$ cat config.mk
export PLATFORM = sky130hd
export DESIGN_NAME = mem_arbiter_flat
export DESIGN_NICKNAME = d
export VERILOG_FILES = /design/src/rtl/mem_arbiter_if.sv /design/src/rtl/mem_arbiter.sv /design/src/flat_wrapper.sv
export SDC_FILE = /design/constraint.sdc
export NUM_CORES = 1
export LEC_CHECK = 0
export ABC_CLOCK_PERIOD_IN_PS = 1700
export CAP_MARGIN = 20
export CORE_MARGIN = 2
export CORE_UTILIZATION = 34
export DETAILED_ROUTE_END_ITERATION = 8
export PLACE_DENSITY = 0.82
export SYNTH_ARGS = -nofsm -noshare
export SYNTH_HDL_FRONTEND = slang
export SYNTH_SLANG_ARGS = --single-unit
$ cat constraint.sdc
create_clock -name i_clk -period 1.7 [get_ports i_clk]
set_clock_uncertainty 0.05 [all_clocks]
set_input_delay 0.17 -clock i_clk [delete_from_list [all_inputs] [get_ports i_clk]]
set_output_delay 0.17 -clock i_clk [all_outputs]
set_load 0.02 [all_outputs]
$ cat src/rtl/mem_arbiter_if.sv
// rtl/mem_arbiter_if.sv - fetch, load/store and memory-side signals of the memory arbiter
// The master modport is the arbiter's view; slave is the core/memory side that drives it.
interface mem_arbiter_if #(
    parameter int ADDR_W = 32,
    parameter int DATA_W = 32
);
    localparam int BE_W = DATA_W / 8;

    logic              if_req;
    logic [ADDR_W-1:0] if_addr;
    logic              if_gnt;
    logic              if_rvalid;
    logic [DATA_W-1:0] if_rdata;

    logic              ls_req;
    logic              ls_we;
    logic [ADDR_W-1:0] ls_addr;
    logic [DATA_W-1:0] ls_wdata;
    logic [BE_W-1:0]   ls_be;
    logic              ls_gnt;
    logic              ls_rvalid;
    logic [DATA_W-1:0] ls_rdata;

    logic              mem_req;
    logic              mem_we;
    logic [ADDR_W-1:0] mem_addr;
    logic [DATA_W-1:0] mem_wdata;
    logic [BE_W-1:0]   mem_be;
    logic              mem_gnt;
    logic              mem_rvalid;
    logic [DATA_W-1:0] mem_rdata;

    logic              busy;

    modport master (
        input  if_req, if_addr,
        output if_gnt, if_rvalid, if_rdata,
        input  ls_req, ls_we, ls_addr, ls_wdata, ls_be,
        output ls_gnt, ls_rvalid, ls_rdata,
        output mem_req, mem_we, mem_addr, mem_wdata, mem_be,
        input  mem_gnt, mem_rvalid, mem_rdata,
        output busy
    );

    modport slave (
        output if_req, if_addr,
        input  if_gnt, if_rvalid, if_rdata,
        output ls_req, ls_we, ls_addr, ls_wdata, ls_be,
        input  ls_gnt, ls_rvalid, ls_rdata,
        input  mem_req, mem_we, mem_addr, mem_wdata, mem_be,
        output mem_gnt, mem_rvalid, mem_rdata,
        input  busy
    );
endinterface

$ cat src/rtl/mem_arbiter.sv
// rtl/mem_arbiter.sv - single-outstanding arbiter sharing one memory between fetch and load/store
// Load/store has priority, but a waiting fetch wins after MAX_DSTREAK consecutive load/store grants.
module mem_arbiter #(
    parameter int ADDR_W      = 32,
    parameter int DATA_W      = 32,
    parameter int MAX_DSTREAK = 4
) (
    input  logic          i_clk,
    input  logic          i_rst_n,
    mem_arbiter_if.master bus
);
    localparam int BE_W = DATA_W / 8;
    localparam logic [3:0] STREAK_MAX = 4'(MAX_DSTREAK);

    typedef enum logic [1:0] {
        IDLE = 2'd0,
        REQ  = 2'd1,
        RESP = 2'd2
    } state_t;

    state_t     state;
    logic       owner_ls;
    logic [3:0] streak;
    logic       arb_cycle;
    logic       ls_wins;
    logic       if_wins;

    // Arbitrating on the response cycle is what removes the IDLE bubble between transactions.
    always_comb begin
        arb_cycle = (state == IDLE) || ((state == RESP) && bus.mem_rvalid);
        ls_wins   = bus.ls_req && !(bus.if_req && (streak == STREAK_MAX));
        if_wins   = bus.if_req && !ls_wins;
    end

    assign bus.if_gnt    = bus.mem_gnt    && (state == REQ)  && !owner_ls;
    assign bus.ls_gnt    = bus.mem_gnt    && (state == REQ)  &&  owner_ls;
    assign bus.if_rvalid = bus.mem_rvalid && (state == RESP) && !owner_ls;
    assign bus.ls_rvalid = bus.mem_rvalid && (state == RESP) &&  owner_ls;
    assign bus.if_rdata  = bus.mem_rdata;
    assign bus.ls_rdata  = bus.mem_rdata;

    always_ff @(posedge i_clk or negedge i_rst_n) begin
        if (!i_rst_n) begin
            state         <= IDLE;
            owner_ls      <= 1'b0;
            streak        <= 4'd0;
            bus.mem_req   <= 1'b0;
            bus.mem_we    <= 1'b0;
            bus.mem_addr  <= {ADDR_W{1'b0}};
            bus.mem_wdata <= {DATA_W{1'b0}};
            bus.mem_be    <= {BE_W{1'b0}};
            bus.busy      <= 1'b0;
        end else begin
            case (state)
                REQ: begin
                    if (bus.mem_gnt) begin
                        state       <= RESP;
                        bus.mem_req <= 1'b0;
                    end
                end
                default: begin
                    if (arb_cycle) begin
                        if (ls_wins) begin
                            state         <= REQ;
                            owner_ls      <= 1'b1;
                            bus.mem_req   <= 1'b1;
                            bus.busy      <= 1'b1;
                            bus.mem_we    <= bus.ls_we;
                            bus.mem_addr  <= bus.ls_addr;
                            bus.mem_wdata <= bus.ls_wdata;
                            bus.mem_be    <= bus.ls_be;
                            if (!bus.if_req)
                                streak <= 4'd0;
                            else if (streak != STREAK_MAX)
                                streak <= streak + 4'd1;
                        end else if (if_wins) begin
                            state         <= REQ;
                            owner_ls      <= 1'b0;
                            bus.mem_req   <= 1'b1;
                            bus.busy      <= 1'b1;
                            bus.mem_we    <= 1'b0;
                            bus.mem_addr  <= bus.if_addr;
                            bus.mem_wdata <= {DATA_W{1'b0}};
                            bus.mem_be    <= {BE_W{1'b1}};
                            streak        <= 4'd0;
                        end else begin
                            state    <= IDLE;
                            bus.busy <= 1'b0;
                            streak   <= 4'd0;
                        end
                    end
                end
            endcase
        end
    end
endmodule

$ cat src/flat_wrapper.sv
// flat-port wrapper written by rule: the top's interface ports become plain ports
module mem_arbiter_flat 
#(
    parameter int ADDR_W      = 32,
    parameter int DATA_W      = 32,
    parameter int MAX_DSTREAK = 4
)
  (i_clk, i_rst_n, bus_if_req, bus_if_addr, bus_if_gnt, bus_if_rvalid, bus_if_rdata, bus_ls_req, bus_ls_we, bus_ls_addr, bus_ls_wdata, bus_ls_be, bus_ls_gnt, bus_ls_rvalid, bus_ls_rdata, bus_mem_req, bus_mem_we, bus_mem_addr, bus_mem_wdata, bus_mem_be, bus_mem_gnt, bus_mem_rvalid, bus_mem_rdata, bus_busy);
  mem_arbiter_if #(.ADDR_W(ADDR_W), .DATA_W(DATA_W)) bus_i ();
  input  logic i_clk;
  input  logic i_rst_n;
  input wire logic [$bits(bus_i.if_req)-1:0] bus_if_req;
  input wire logic [$bits(bus_i.if_addr)-1:0] bus_if_addr;
  output wire logic [$bits(bus_i.if_gnt)-1:0] bus_if_gnt;
  output wire logic [$bits(bus_i.if_rvalid)-1:0] bus_if_rvalid;
  output wire logic [$bits(bus_i.if_rdata)-1:0] bus_if_rdata;
  input wire logic [$bits(bus_i.ls_req)-1:0] bus_ls_req;
  input wire logic [$bits(bus_i.ls_we)-1:0] bus_ls_we;
  input wire logic [$bits(bus_i.ls_addr)-1:0] bus_ls_addr;
  input wire logic [$bits(bus_i.ls_wdata)-1:0] bus_ls_wdata;
  input wire logic [$bits(bus_i.ls_be)-1:0] bus_ls_be;
  output wire logic [$bits(bus_i.ls_gnt)-1:0] bus_ls_gnt;
  output wire logic [$bits(bus_i.ls_rvalid)-1:0] bus_ls_rvalid;
  output wire logic [$bits(bus_i.ls_rdata)-1:0] bus_ls_rdata;
  output wire logic [$bits(bus_i.mem_req)-1:0] bus_mem_req;
  output wire logic [$bits(bus_i.mem_we)-1:0] bus_mem_we;
  output wire logic [$bits(bus_i.mem_addr)-1:0] bus_mem_addr;
  output wire logic [$bits(bus_i.mem_wdata)-1:0] bus_mem_wdata;
  output wire logic [$bits(bus_i.mem_be)-1:0] bus_mem_be;
  input wire logic [$bits(bus_i.mem_gnt)-1:0] bus_mem_gnt;
  input wire logic [$bits(bus_i.mem_rvalid)-1:0] bus_mem_rvalid;
  input wire logic [$bits(bus_i.mem_rdata)-1:0] bus_mem_rdata;
  output wire logic [$bits(bus_i.busy)-1:0] bus_busy;
  assign bus_i.if_req = bus_if_req;
  assign bus_i.if_addr = bus_if_addr;
  assign bus_if_gnt = bus_i.if_gnt;
  assign bus_if_rvalid = bus_i.if_rvalid;
  assign bus_if_rdata = bus_i.if_rdata;
  assign bus_i.ls_req = bus_ls_req;
  assign bus_i.ls_we = bus_ls_we;
  assign bus_i.ls_addr = bus_ls_addr;
  assign bus_i.ls_wdata = bus_ls_wdata;
  assign bus_i.ls_be = bus_ls_be;
  assign bus_ls_gnt = bus_i.ls_gnt;
  assign bus_ls_rvalid = bus_i.ls_rvalid;
  assign bus_ls_rdata = bus_i.ls_rdata;
  assign bus_mem_req = bus_i.mem_req;
  assign bus_mem_we = bus_i.mem_we;
  assign bus_mem_addr = bus_i.mem_addr;
  assign bus_mem_wdata = bus_i.mem_wdata;
  assign bus_mem_be = bus_i.mem_be;
  assign bus_i.mem_gnt = bus_mem_gnt;
  assign bus_i.mem_rvalid = bus_mem_rvalid;
  assign bus_i.mem_rdata = bus_mem_rdata;
  assign bus_busy = bus_i.busy;
  mem_arbiter #(.ADDR_W(ADDR_W), .DATA_W(DATA_W), .MAX_DSTREAK(MAX_DSTREAK)) u_core (.i_clk(i_clk), .i_rst_n(i_rst_n), .bus(bus_i));
endmodule
==> impl_metrics.toml <==
[detailed_routing]
via_per_inst = 4.93
ant_nets = 0
first_pass_iters = 5
drtIter0Drc = 164
drc = 0
via_count = 3194
wl_per_cell_um = 17.6
drt-total-wl_mm = 11.4

[yosys]
synth_cells = 376
async_reset_ff_share_pct = 100
yosysWarnings = 0
synth_edf_count = 0
synth.distinct_cells = 27
seq_area_frac_synth_pct = 52.1
ys_ff_latch = 78
avgSynthCellArea_um2 = 9.96
synth_area_um2 = 3740
synth_top_flop_cell = "dfrtp_1"
syn_nets = 517

[worst_setup_path]
critPathKind = "reg -> reg"
worst-path-max-fanout = 30
critPathRequiredTime_ns = 1.92
end_kind = "flop"
start_kind = "flop"
arrival_ns = 1.83

[global_route]
grt_pass1_wl_mm = 16.4
grt_max_degree = 46
grt.overflow.total = 0
gr-usage-all-layers_pct = 18.3
antenna_found_initial = 1
grt_pass1_vias = 3305

[placed_design]
dpl.hpwl_mm = 8.10
placed_cell_area_um2 = 5240
io_buffers = 181
routabilityCongestion = 0.782

[layout]
final_area_um2 = 5570
layout-drive-gt1-share_pct = 9.27
post-route-util_pct = 51.6
area_delta_synth_final_pct = 48.8
layout.nets = 643

[clocking]
clk_latency_ns = 0.35
cts_num_sinks = 78
cts_inserted_buffers = 9
cts_buffer_depth = 2
cts.clk_slew.worst_paths_ns = 0.08
ctsHtreeMaxLevel = 3
cts_tree = "built"
root_buffer = "clkbuf_8"

[power]
power_switching_share_pct = 38.9
vdd_drop_max_v = 0.000824
power_leakage_nw = 2.35
p_comb_share_pct = 51.7
powerDensity_nw_per_um2 = 1810
p_seq_share_pct = 33.1
power.switching_w = 0.00392
intPower_w = 0.00617
power.total_w = 0.0101
clock_power_share_pct = 15.2

[die]
ios = 278
start_util_pct = 34.7
fp-row-count = 38
die_y_um = 109
die-width_um = 109
die-area_um2 = 11900
core_area_um2 = 10800

[sta]
tightest_slew_ns = 0.461
hold_viol_final = 0
finalSetupViolCount = 0
fin_crit_sh_pct = 94.7
max_freq_mhz = 621
relSlewSlack_pct = 69.3
slew_violations = 0
timing.hold.ws_ns = 0.256
min_period_ns = 1.61
rsz0062_at_grt = "true"

[status]
status = "finished clean"

[job]
maxCapViolCount = 0

[worst_hold_path]
hold_class = "in -> async"
[metrics by stage]
step / TNS (ns) / setup slack (ns) / instances
6_report: 0 / 0.0903 / 648
5_1_grt: -0.120 / -0.0339 / 648
4_1_cts: -1.63 / -0.0707 / 645
3_5_place_dp: -7.77 / -0.200 / 626
3_3_place_gp: -2.51 / -0.121 / 626
2_1_floorplan: 0 / 0.243 / 376
[cells by family (layout without fill, tap and decap cells)]
kind of cell               count (synthesis)  count (layout)  synth area share (%)
AOI/OAI and AO/OA                        107             107                  18.0
and+or+nand+nor                          100             101                  11.3
buffers and inverters                     88             218                  17.5
DFF                                       78              78                  52.1
adders and majority gates                  2               2                 0.668
muxes                                      1               1                 0.301
other                                      0               1                     0
[registers in the layout (all words and copies together), names as in the netlist]
signal and count:
u_core.bus.busy 1, u_core.bus.mem_addr 32, u_core.bus.mem_be 4, u_core.bus.mem_req 1, u_core.bus.mem_wdata 32, u_core.bus.mem_we 1
u_core.owner_ls 1, u_core.state 2, u_core.streak 4
[worst paths after layout]
check	startpoint	endpoint	slack [ns]	depth (start not counted)
max	u_core.streak[1]	u_core.bus.mem_addr[2]	0.09	7
min	i_rst_n	u_core.bus.mem_wdata[6]	0.26	2
max reg2reg	u_core.streak[1]	u_core.bus.mem_addr[2]	0.09	7
min reg2reg	u_core.bus.busy	u_core.bus.busy	0.43	2
max in group asynchronous	i_rst_n	u_core.bus.mem_addr[30]	0.74	3
min in group i_clk	bus_mem_rdata[18]	bus_if_rdata[18]	0.29	0
[worst max-delay path, cell delays in order (launching register included)]
cell and delay, ns:
dfrtp_1 0.40, inv_2 0.07, ha_2 0.17, nand4b_1 0.13, nand2_2 0.21, buf_8 0.24
nand2_1 0.08, a21oi_1 0.15
[cell usage in the layout, fill, tap and decap left out, types with 2 or more instances in the layout]
| master | Yosys | routed |
|---|---|---|
| a21oi_1 | 65 | 64 |
| a22o_1 | 33 | 33 |
| and3_1 | 2 | 2 |
| buf_12 | 0 | 5 |
| buf_4 | 69 | 11 |
| bufinv_16 | 0 | 2 |
| clkbuf_8 | 0 | 9 |
| clkdlybuf4s15_2 | 0 | 2 |
| clkdlybuf4s50_1 | 0 | 176 |
| clkinv_4 | 0 | 3 |
| dfrtp_1 | 78 | 78 |
| dlygate4sd2_1 | 0 | 2 |
| inv_1 | 3 | 2 |
| nand2_1 | 48 | 46 |
| nand2_2 | 0 | 2 |
| nand3_1 | 3 | 3 |
| nor2_1 | 36 | 36 |
| nor2_4 | 1 | 2 |
| o21ai_0 | 4 | 4 |
| o22a_1 | 4 | 4 |
[cell type report]
class                   count  area (um^2)
repair buffers            199         2040
fillers                   961         5220
diodes                      1         2.50
inverters                   3         11.3
clock inverters             7         98.8
well taps                 140          175
flip-flops and latches     78         1950
multi-input cells         211         1170
clock buffers               9          124
[timing repair]
| item | in CTS | in global routing |
|---|---|---|
| hold buffers | 1 | 0 |
| setup buffers | 1 | 1 |
| cloned | 1 | 1 |
| pin swaps | 24 | 3 |
| setup endpoints to repair | 69 | 51 |
| endpoints found under the hold margin | 33 | 0 |
| resized for setup | 14 | 7 |
[power by group through the flow]
stage | Combinational [W] | Clock, W | Sequential [W]
2_1_floorplan | 0.00182 | 0 | 0.00431
6_report | 0.00521 | 0.00154 | 0.00334
4_1_cts | 0.00520 | 0.00159 | 0.00334
5_1_grt | 0.00557 | 0.00165 | 0.00345
3_3_place_gp | 0.00501 | 0 | 0.00333
3_5_place_dp | 0.00514 | 0 | 0.00334
[metal layers]
metal	vias up	track usage, %	part of all wire, %
li1	1468	-	-
met1	1521	20.2	37
met2	181	31.7	50
met3	24	6.04	10
met4	0	8.88	2.6
met5	-	0	0
[cells in the mapped netlist (3+ instances only)]
library cell / n / area share (%)
a21oi_1: 65 / 8.7
a22o_1: 33 / 7.7
buf_2: 6 / 0.80
buf_4: 69 / 14
buf_6: 8 / 2.4
dfrtp_1: 78 / 52
inv_1: 3 / 0.30
nand2_1: 48 / 4.8
nand3_1: 3 / 0.40
nor2_1: 36 / 3.6
o21ai_0: 4 / 0.53
o22a_1: 4 / 0.94
(Power assumes the default switching activity.)
